$ cat src/rtl/bus_req_if.sv
// bus_req_if -- request/grant/data bus between a requesting port and the
// queue arbiter plus the shared data bus.
//   master : requester side (bus_req_port) drives req/send/dest/bus_data/bus_en
//   slave  : arbiter side drives ack/grant_valid/grant_send
interface bus_req_if #(
    parameter int DW = 32
);
    logic          req;
    logic [3:0]    send;
    logic [3:0]    dest;
    logic          ack;
    logic          grant_valid;
    logic [3:0]    grant_send;
    logic [DW-1:0] bus_data;
    logic          bus_en;

    modport master (
        output req, send, dest, bus_data, bus_en,
        input  ack, grant_valid, grant_send
    );

    modport slave (
        input  req, send, dest, bus_data, bus_en,
        output ack, grant_valid, grant_send
    );
endinterface

$ cat src/rtl/bus_req_port.sv
// bus_req_port -- queues up to two local transfers and moves each one onto
// the shared bus: request the arbiter, wait for a grant naming MY_ID, then
// drive BEATS data beats.
//   clk, clr      : clock, asynchronous active-high reset
//   tx_valid/tx_dest/tx_payload/tx_ready : local push handshake
//   bus           : request/grant/data bus (master modport)
//   busy          : queue non-empty or a transfer in progress
//   spurious_gnt  : sticky, a grant for MY_ID arrived outside WAIT_GNT
module bus_req_port #(
    parameter logic [3:0] MY_ID = 4'h0,
    parameter int         DW    = 32,
    parameter int         BEATS = 4
) (
    input  logic                clk,
    input  logic                clr,
    input  logic                tx_valid,
    input  logic [3:0]          tx_dest,
    input  logic [DW*BEATS-1:0] tx_payload,
    output logic                tx_ready,
    bus_req_if.master           bus,
    output logic                busy,
    output logic                spurious_gnt
);
    localparam int PW = DW * BEATS;
    localparam int BW = (BEATS > 1) ? $clog2(BEATS) : 1;

    typedef enum logic [1:0] {IDLE, REQ, WAIT_GNT, XFER} state_t;

    state_t        state, state_nxt;
    logic [3:0]    q_dest [2];
    logic [PW-1:0] q_pay  [2];
    logic          rd_ptr, wr_ptr;
    logic [1:0]    cnt, cnt_nxt;
    logic [BW-1:0] beat;
    logic          push, pop, last_beat, grant_me;
    logic          req_o, en_o;

    assign tx_ready  = (cnt != 2'd2);
    assign push      = tx_valid && tx_ready;
    assign last_beat = (state == XFER) && (beat == BW'(BEATS - 1));
    assign pop       = last_beat;
    assign grant_me  = bus.grant_valid && (bus.grant_send == MY_ID);

    always_comb begin
        cnt_nxt = cnt;
        case ({push, pop})
            2'b10:   cnt_nxt = cnt + 2'd1;
            2'b01:   cnt_nxt = cnt - 2'd1;
            default: cnt_nxt = cnt;
        endcase
    end

    // Queue bookkeeping; storage itself needs no reset since cnt gates it.
    always_ff @(posedge clk or posedge clr) begin
        if (clr) begin
            cnt    <= 2'd0;
            rd_ptr <= 1'b0;
            wr_ptr <= 1'b0;
        end else begin
            cnt <= cnt_nxt;
            if (push) wr_ptr <= ~wr_ptr;
            if (pop)  rd_ptr <= ~rd_ptr;
        end
    end

    always_ff @(posedge clk) begin
        if (push) begin
            q_dest[wr_ptr] <= tx_dest;
            q_pay[wr_ptr]  <= tx_payload;
        end
    end

    // FSM state register
    always_ff @(posedge clk or posedge clr) begin
        if (clr) state <= IDLE;
        else     state <= state_nxt;
    end

    // FSM next state
    always_comb begin
        state_nxt = state;
        case (state)
            IDLE:     if (cnt != 2'd0) state_nxt = REQ;
            REQ:      if (bus.ack)     state_nxt = WAIT_GNT;
            WAIT_GNT: if (grant_me)    state_nxt = XFER;
            XFER:     if (last_beat)   state_nxt = (cnt_nxt != 2'd0) ? REQ : IDLE;
            default:  state_nxt = IDLE;
        endcase
    end

    // FSM outputs
    always_comb begin
        req_o = 1'b0;
        en_o  = 1'b0;
        case (state)
            REQ:     req_o = 1'b1;
            XFER:    en_o  = 1'b1;
            default: ;
        endcase
    end

    always_ff @(posedge clk or posedge clr) begin
        if (clr)                 beat <= '0;
        else if (state != XFER)  beat <= '0;
        else if (last_beat)      beat <= '0;
        else                     beat <= beat + 1'b1;
    end

    always_ff @(posedge clk or posedge clr) begin
        if (clr)                              spurious_gnt <= 1'b0;
        else if (grant_me && state != WAIT_GNT) spurious_gnt <= 1'b1;
    end

    // Head entry is stable from REQ to the end of XFER since pop only
    // happens on the last beat.
    assign bus.req      = req_o;
    assign bus.bus_en   = en_o;
    assign bus.send     = MY_ID;
    assign bus.dest     = req_o ? q_dest[rd_ptr] : 4'h0;
    assign bus.bus_data = en_o ? q_pay[rd_ptr][beat*DW +: DW] : '0;
    assign busy         = (cnt != 2'd0) || (state != IDLE);
endmodule

$ cat src/flat_wrapper.sv
// flat-port wrapper written by rule: the top's interface ports become plain ports
module bus_req_port_flat 
#(
    parameter logic [3:0] MY_ID = 4'h0,
    parameter int         DW    = 32,
    parameter int         BEATS = 4
)
  (clk, clr, tx_valid, tx_dest, tx_payload, tx_ready, busy, spurious_gnt, bus_req, bus_send, bus_dest, bus_bus_data, bus_bus_en, bus_ack, bus_grant_valid, bus_grant_send);
  bus_req_if #(.DW(DW)) bus_i ();
  input  logic clk;
  input  logic clr;
  input  logic tx_valid;
  input  logic [3:0] tx_dest;
  input  logic [DW*BEATS-1:0] tx_payload;
  output logic tx_ready;
  output logic busy;
  output logic spurious_gnt;
  output wire logic [$bits(bus_i.req)-1:0] bus_req;
  output wire logic [$bits(bus_i.send)-1:0] bus_send;
  output wire logic [$bits(bus_i.dest)-1:0] bus_dest;
  output wire logic [$bits(bus_i.bus_data)-1:0] bus_bus_data;
  output wire logic [$bits(bus_i.bus_en)-1:0] bus_bus_en;
  input wire logic [$bits(bus_i.ack)-1:0] bus_ack;
  input wire logic [$bits(bus_i.grant_valid)-1:0] bus_grant_valid;
  input wire logic [$bits(bus_i.grant_send)-1:0] bus_grant_send;
  assign bus_req = bus_i.req;
  assign bus_send = bus_i.send;
  assign bus_dest = bus_i.dest;
  assign bus_bus_data = bus_i.bus_data;
  assign bus_bus_en = bus_i.bus_en;
  assign bus_i.ack = bus_ack;
  assign bus_i.grant_valid = bus_grant_valid;
  assign bus_i.grant_send = bus_grant_send;
  bus_req_port #(.MY_ID(MY_ID), .DW(DW), .BEATS(BEATS)) u_core (.clk(clk), .clr(clr), .tx_valid(tx_valid), .tx_dest(tx_dest), .tx_payload(tx_payload), .tx_ready(tx_ready), .bus(bus_i), .busy(busy), .spurious_gnt(spurious_gnt));
endmodule
$ cat config.mk
export PLATFORM = sky130hd
export DESIGN_NAME = bus_req_port_flat
export DESIGN_NICKNAME = d
export VERILOG_FILES = /design/src/rtl/bus_req_if.sv /design/src/rtl/bus_req_port.sv /design/src/flat_wrapper.sv
export SDC_FILE = /design/constraint.sdc
export NUM_CORES = 1
export LEC_CHECK = 0
export ABC_CLOCK_PERIOD_IN_PS = 7500
export BUFFER_PORTS_ARGS = -buffer_cell sky130_fd_sc_hd__buf_4
export CAP_MARGIN = 20
export CORE_MARGIN = 3
export CORE_UTILIZATION = 56
export CTS_CLUSTER_SIZE = 20
export DETAILED_ROUTE_END_ITERATION = 8
export GPL_TIMING_DRIVEN = 0
export PLACE_DENSITY = 0.91
export SYNTH_ARGS = -nofsm -noshare
export SYNTH_HDL_FRONTEND = slang
export SYNTH_SLANG_ARGS = --single-unit
export TNS_END_PERCENT = 50
$ cat constraint.sdc
create_clock -name clk -period 7.5 [get_ports clk]
set_input_delay 0.375 -clock clk [delete_from_list [all_inputs] [get_ports clk]]
set_output_delay 0.375 -clock clk [all_outputs]
set_load 0.01 [all_outputs]
Word level (Yosys, flattened, before mapping)
Memory sizes are Yosys's and may differ from the RTL's.
Cells that the tools add are included.
{ "totals": {"register_bits": 9, "latchBits": 0, "mem_bits_rw": 264, "romBits": 0, "inputBits": 141, "output_inout_bits": 45, "word_cells": 53, "n_memories": 2} }
{ "classes": {"addsub": 3, "n_mul": 0, "n_div": 0, "n_lt_le_gt_ge": 0, "n_eq_ne": 13, "shift": 1, "n_mux": 15, "bitwise_logic": 2, "reduce_logical": 11} }
{ "memory_table": {"columns": ["memory", "depth", "width", "read_ports", "rd_ports_with_merged_regs", "write_ports", "line", "source"], "rows": [
  ["u_core.q_pay", 2, 128, 1, 0, 1, "bus_req_port.sv:31", "logic [PW-1:0] q_pay [2];"],
  ["u_core.q_dest", 2, 4, 1, 0, 1, "bus_req_port.sv:30", "logic [3:0] q_dest [2];"]
]} }
{ "op_table": {"columns": ["cell", "n"], "rows": [
  ["$shiftx A128 B8 Y32", 1],
  ["$mux W32", 1],
  ["$mux W2", 6],
  ["$eq A2 B2 Y1 const B", 4],
  ["$ne A2 B2 Y1 const B", 4],
  ["$pmux W2 S4", 1],
  ["$ne A2 B1 Y1 const B", 3],
  ["$reduce_bool A2 Y1", 3],
  ["$mux W1", 5],
  ["$add A2 B1 Y2 const B", 2],
  ["$eq A2 B1 Y1 const B", 2],
  ["$logic_and A1 B1 Y1", 4],
  ["$logic_not A4 Y1", 1],
  ["$mux W4", 1],
  ["$pmux W2 S2", 1],
  ["$reduce_and A4 Y1", 1],
  ["$logic_not A2 Y1", 1],
  ["$not A1 Y1", 2],
  ["$sub A2 B1 Y2 const B", 1],
  ["$logic_or A1 B1 Y1", 1]
]} }

Depth between registers and ports, before layout
{ "logic_depth": {"word_depth": 8, "ltp_mapped": 7, "depth_no_buf": 7} }

Worst setup path before layout
OpenSTA, ideal clock, no wires.
{ "synth_timing": {"kind": "reg-to-reg", "startpoint": "register u_core.cnt[0]", "endpoint": "memory u_core.q_dest[0][0] (enable)", "setup_time_ps": 625, "arrival_time_ps": 6184, "required_time_ps": 6875, "slack_ps": 691, "path_stages_with_launch": 4, "n_path_buf": 0, "period_less_slack_ps": 6809, "path_cell_list": "dfrtp_1 > nand2b_1 > nand2_1 > nor2_1"} }
{ "synth_via": {"elab_chain_cells": 4} }
{ "synth_rtl": {"columns": ["element", "line", "source"], "rows": [
  ["start: declaration", "bus_req_port.sv:33", "logic [1:0] cnt, cnt_nxt;"],
  ["start signal: assignment", "bus_req_port.sv:60", "cnt <= cnt_nxt;"],
  ["$ne A2 B2 Y1", "bus_req_port.sv:38", "assign tx_ready = (cnt != 2'd2);"],
  ["net tx_ready", "flat_wrapper.sv:15", "output logic tx_ready;"],
  ["$logic_and A1 B1 Y1", "bus_req_port.sv:39", "assign push = tx_valid && tx_ready;"],
  ["$mux W1", "bus_req_port.sv:67", "if (push) begin"],
  ["$mux W1 (not written as such)", "bus_req_port.sv:68", "q_dest[wr_ptr] <= tx_dest;"],
  ["end: declaration", "bus_req_port.sv:30", null]
]} }
The timed path passes the listed nets, and every way through them passes these cells.

Worst setup path in the final report
{ "layout_timing": {"startpoint": "register u_core.beat[0]", "endpoint": "output bus_bus_data[4]"} }
{ "layout_via": {"elab_chain_cells": 2} }
{ "layout_rtl": {"columns": ["element", "line", "source"], "rows": [
  ["start: declaration", "bus_req_port.sv:34", "logic [BW-1:0] beat;"],
  ["start signal: assignment", "bus_req_port.sv:106", "else beat <= beat + 1'b1;"],
  ["$shiftx A128 B8 Y32", "bus_req_port.sv:120", "assign bus.bus_data = en_o ? q_pay[rd_ptr][beat*DW +: DW] : '0;"],
  ["$mux W32", "bus_req_port.sv:120", null],
  ["end: declaration", "flat_wrapper.sv:21", "output wire logic [$bits(bus_i.bus_data)-1:0] bus_bus_data;"]
]} }
No other way between the ends.

==> results.toml <==
[run_status]
status = "finished clean"

[cells_and_area]
drive_above_1_share_pct = 44.4
utilization_pct = 73.0
nets = 844
diodes = 0
syn_to_final_growth_pct = 25.5
final-instance-count-excl-fill = 946

[route]
wl_per_cell_um = 22.8
routed_wl_mm = 21.6
drtPass1Iterations = 7
drcViolationCount = 0
vias = 5425
vias_per_cell = 5.73
drtIter0Drc = 265
ant_nets = 0

[floorplan]
start_util_pct = 58.2
die_area_mm2 = 0.0207
fp.dieW_um = 144
core_area_mm2 = 0.0183
fp-row-count = 49
die_h_um = 144
io_pins = 186

[synthesis]
synth_cell_types = 31
syn_area_mm2 = 0.0107
synth-seq-cells = 273
yosysWarnings = 0
yosys-top-cells-area = "edfxtp_1 74%, mux4_2 14%, mux2i_1 3.4%, nor2b_1 2.2%, dfrtp_1 2.1%"
avgSynthCellArea_um2 = 22.3
syn_inst = 477
synth.top_cell.area_share_pct = 74.4
synth_top_cell_by_area = "edfxtp_1"
ys_seq_area_share_pct = 76.5

[worst_setup_path]
cpMaxStageDelayCell = "clkbuf_1"
required_ps = 7120
worstPathCellList = "clkbuf_1 -> mux4_2 -> mux2i_1 -> nor2b_1 -> buf_4"
slowest_delay_ps = 580
criticalPathCategory = "reg2out"
critPathTopFamily = "buffers and inverters"
start_kind = "register"
crit_buf_inv = 2
endpoint_kind = "output port"
crit_start = "u_core.beat[0]"
r2r_start = "u_core.cnt[0]"
crit_fanout = 10
rrSetupSlack_ps = 5220
critical_path_arrival_ps = 2360

[global_routing]
antenna_found_initial = 2
grt_usage_pct = 20.5
first_global_vias = 5954
grt_pass1_wl_mm = 32.2
grt_max_degree = 69
gr-total-overflow = 0

[power_and_ir_drop]
p_leak_uw = 0.00476
power.density_mw_per_mm2 = 378
total_power_uw = 5060
vdd_ir_drop_max_mv = 0.223

[place]
io_buffers = 181
gp_routability_congestion = 0.756
place_inst = 895
hpwl_mm = 14.4

[sta]
finalMaxSlewViolations = 0
fin_crit_sh_pct = 36.5
max_freq_ghz = 0.366
setup_violations = 0
finalHoldViolations = 0
tightest_slew_ps = 927
period_needed_ps = 2740
skew_ps = 6.72
timing.hold.ws_ps = 36.0
grt_setup_unrepaired = "false"
relSlewSlack_pct = 38.2

[cts]
clk_path_buf_depth = 3
post_cts_buffers = 0
cts.sinks = 273
htree_levels = 1
clk_latency_ps = 520
cts_tree = "done"
clk_pin_slew_ps = 60
clock-root-buffer = "clkbuf_16"
cts_made_buffers = 28

[hold_path]
min_from = "tx_payload[3]"
hp-class = "in2reg"

[run]
cap_violations = 0
==> repair_timing <==
item,4_1_cts,5_1_grt
hold buffers,1,0
resized for setup,0,0
hold endpoints to repair,9,0
==> routing by layer <==
metal  GRT usage [%]  vias up  part of all wire (%)
met4            5.60        4                   2.3
met2            34.7      225                    52
met5               0        -                  0.13
met1            27.4     2775                    39
met3            4.43       42                   6.7
li1                -     2379                     -
==> cell usage after synthesis <==
cell type	number
buf_2	9
xnor2_1	2
a21oi_1	2
ha_1	6
o2bb2ai_1	1
nand2_1	3
a21bo_2	1
nand3b_1	1
and3_1	2
buf_12	2
xor2_1	2
mux2_2	1
o21bai_1	1
buf_6	1
nand2b_1	3
or3b_2	1
mux4_2	64
dfrtp_1	9
and2_1	2
mux2i_1	36
conb_1	1
nor2_1	4
nor2b_1	38
o211ai_1	1
a21o_1	1
nor4_1	1
edfxtp_1	264
clkbuf_1	5
buf_4	9
inv_1	3
nand3_1	1
==> layout make-up <==
cell class / count / area, um^2
Timing Repair Buffer: 187 / 1480
Buffer: 26 / 183
Clock inverter: 13 / 139
Inverter: 3 / 11.3
Sequential cell: 273 / 8150
Tap cell: 229 / 287
Multi-Input combinational cell: 178 / 2340
Clock buffer: 37 / 786
Fill cell: 1047 / 4950
==> sequential cells by signal, indices dropped and copies added, names as in the netlist <==
name                 flops
u_core.beat              2
u_core.q_dest            8
u_core.wr_ptr            1
u_core.cnt               2
u_core.spurious_gnt      1
u_core.rd_ptr            1
u_core.state             2
u_core.q_pay           256
==> kinds of logic (layout without fill, tap and decap cells) <==
kind of cell / Yosys count / in the layout / synth area share (%)
flops: 273 / 273 / 76.5
xor+xnor: 4 / 4 / 0.329
buf+inv: 29 / 266 / 1.82
mux: 101 / 101 / 17.0
simple gates: 56 / 56 / 3.15
fa+ha+maj: 6 / 6 / 0.704
compound gates: 7 / 7 / 0.481
other cells: 1 / 4 / 0.0352
==> final timing paths <==
path,cells after the start,end
max in group asynchronous,3,u_core.spurious_gnt
setup reg to reg,5,u_core.q_pay[0][15]
hold / removal,1,u_core.q_pay[0][3]
min in group asynchronous,3,u_core.beat[1]
hold reg to reg,1,u_core.spurious_gnt
setup / recovery,5,bus_bus_data[4]
==> placed cells by master, fill, tap and decap left out, types with 2 or more instances in the layout <==
master,instances
dfrtp_1,9
mux2i_1,36
clkbuf_16,29
and2_1,2
clkbuf_8,3
mux4_2,64
conb_1,4
nand2_1,3
ha_1,6
buf_4,190
buf_2,9
edfxtp_1,264
xnor2_1,2
bufinv_16,3
inv_1,3
buf_12,5
buf_16,2
clkbuf_1,10
clkinv_2,6
nor2_1,3
clkinv_1,3
nor2b_1,38
a21oi_1,2
xor2_1,2
nand2b_1,3
==> per-stage QoR <==
stage | instance area (um^2) | setup slack [ps] | TNS (ps)
floorplan | 10700 | 691 | 0
global placement | 12300 | -1530 | -199300
detailed placement | 12400 | 5260 | 0
CTS | 13400 | 4700 | 0
global route | 13400 | 4630 | 0
finish | 13400 | 4760 | 0
==> power by group <==
part	leakage [uW]	internal, uW	switching [uW]
Sequential	0.00256	2090	98.3
Clock	0.000456	834	537
Combinational	0.00175	739	763
No activity file was read; power rests on OpenSTA's default activity.
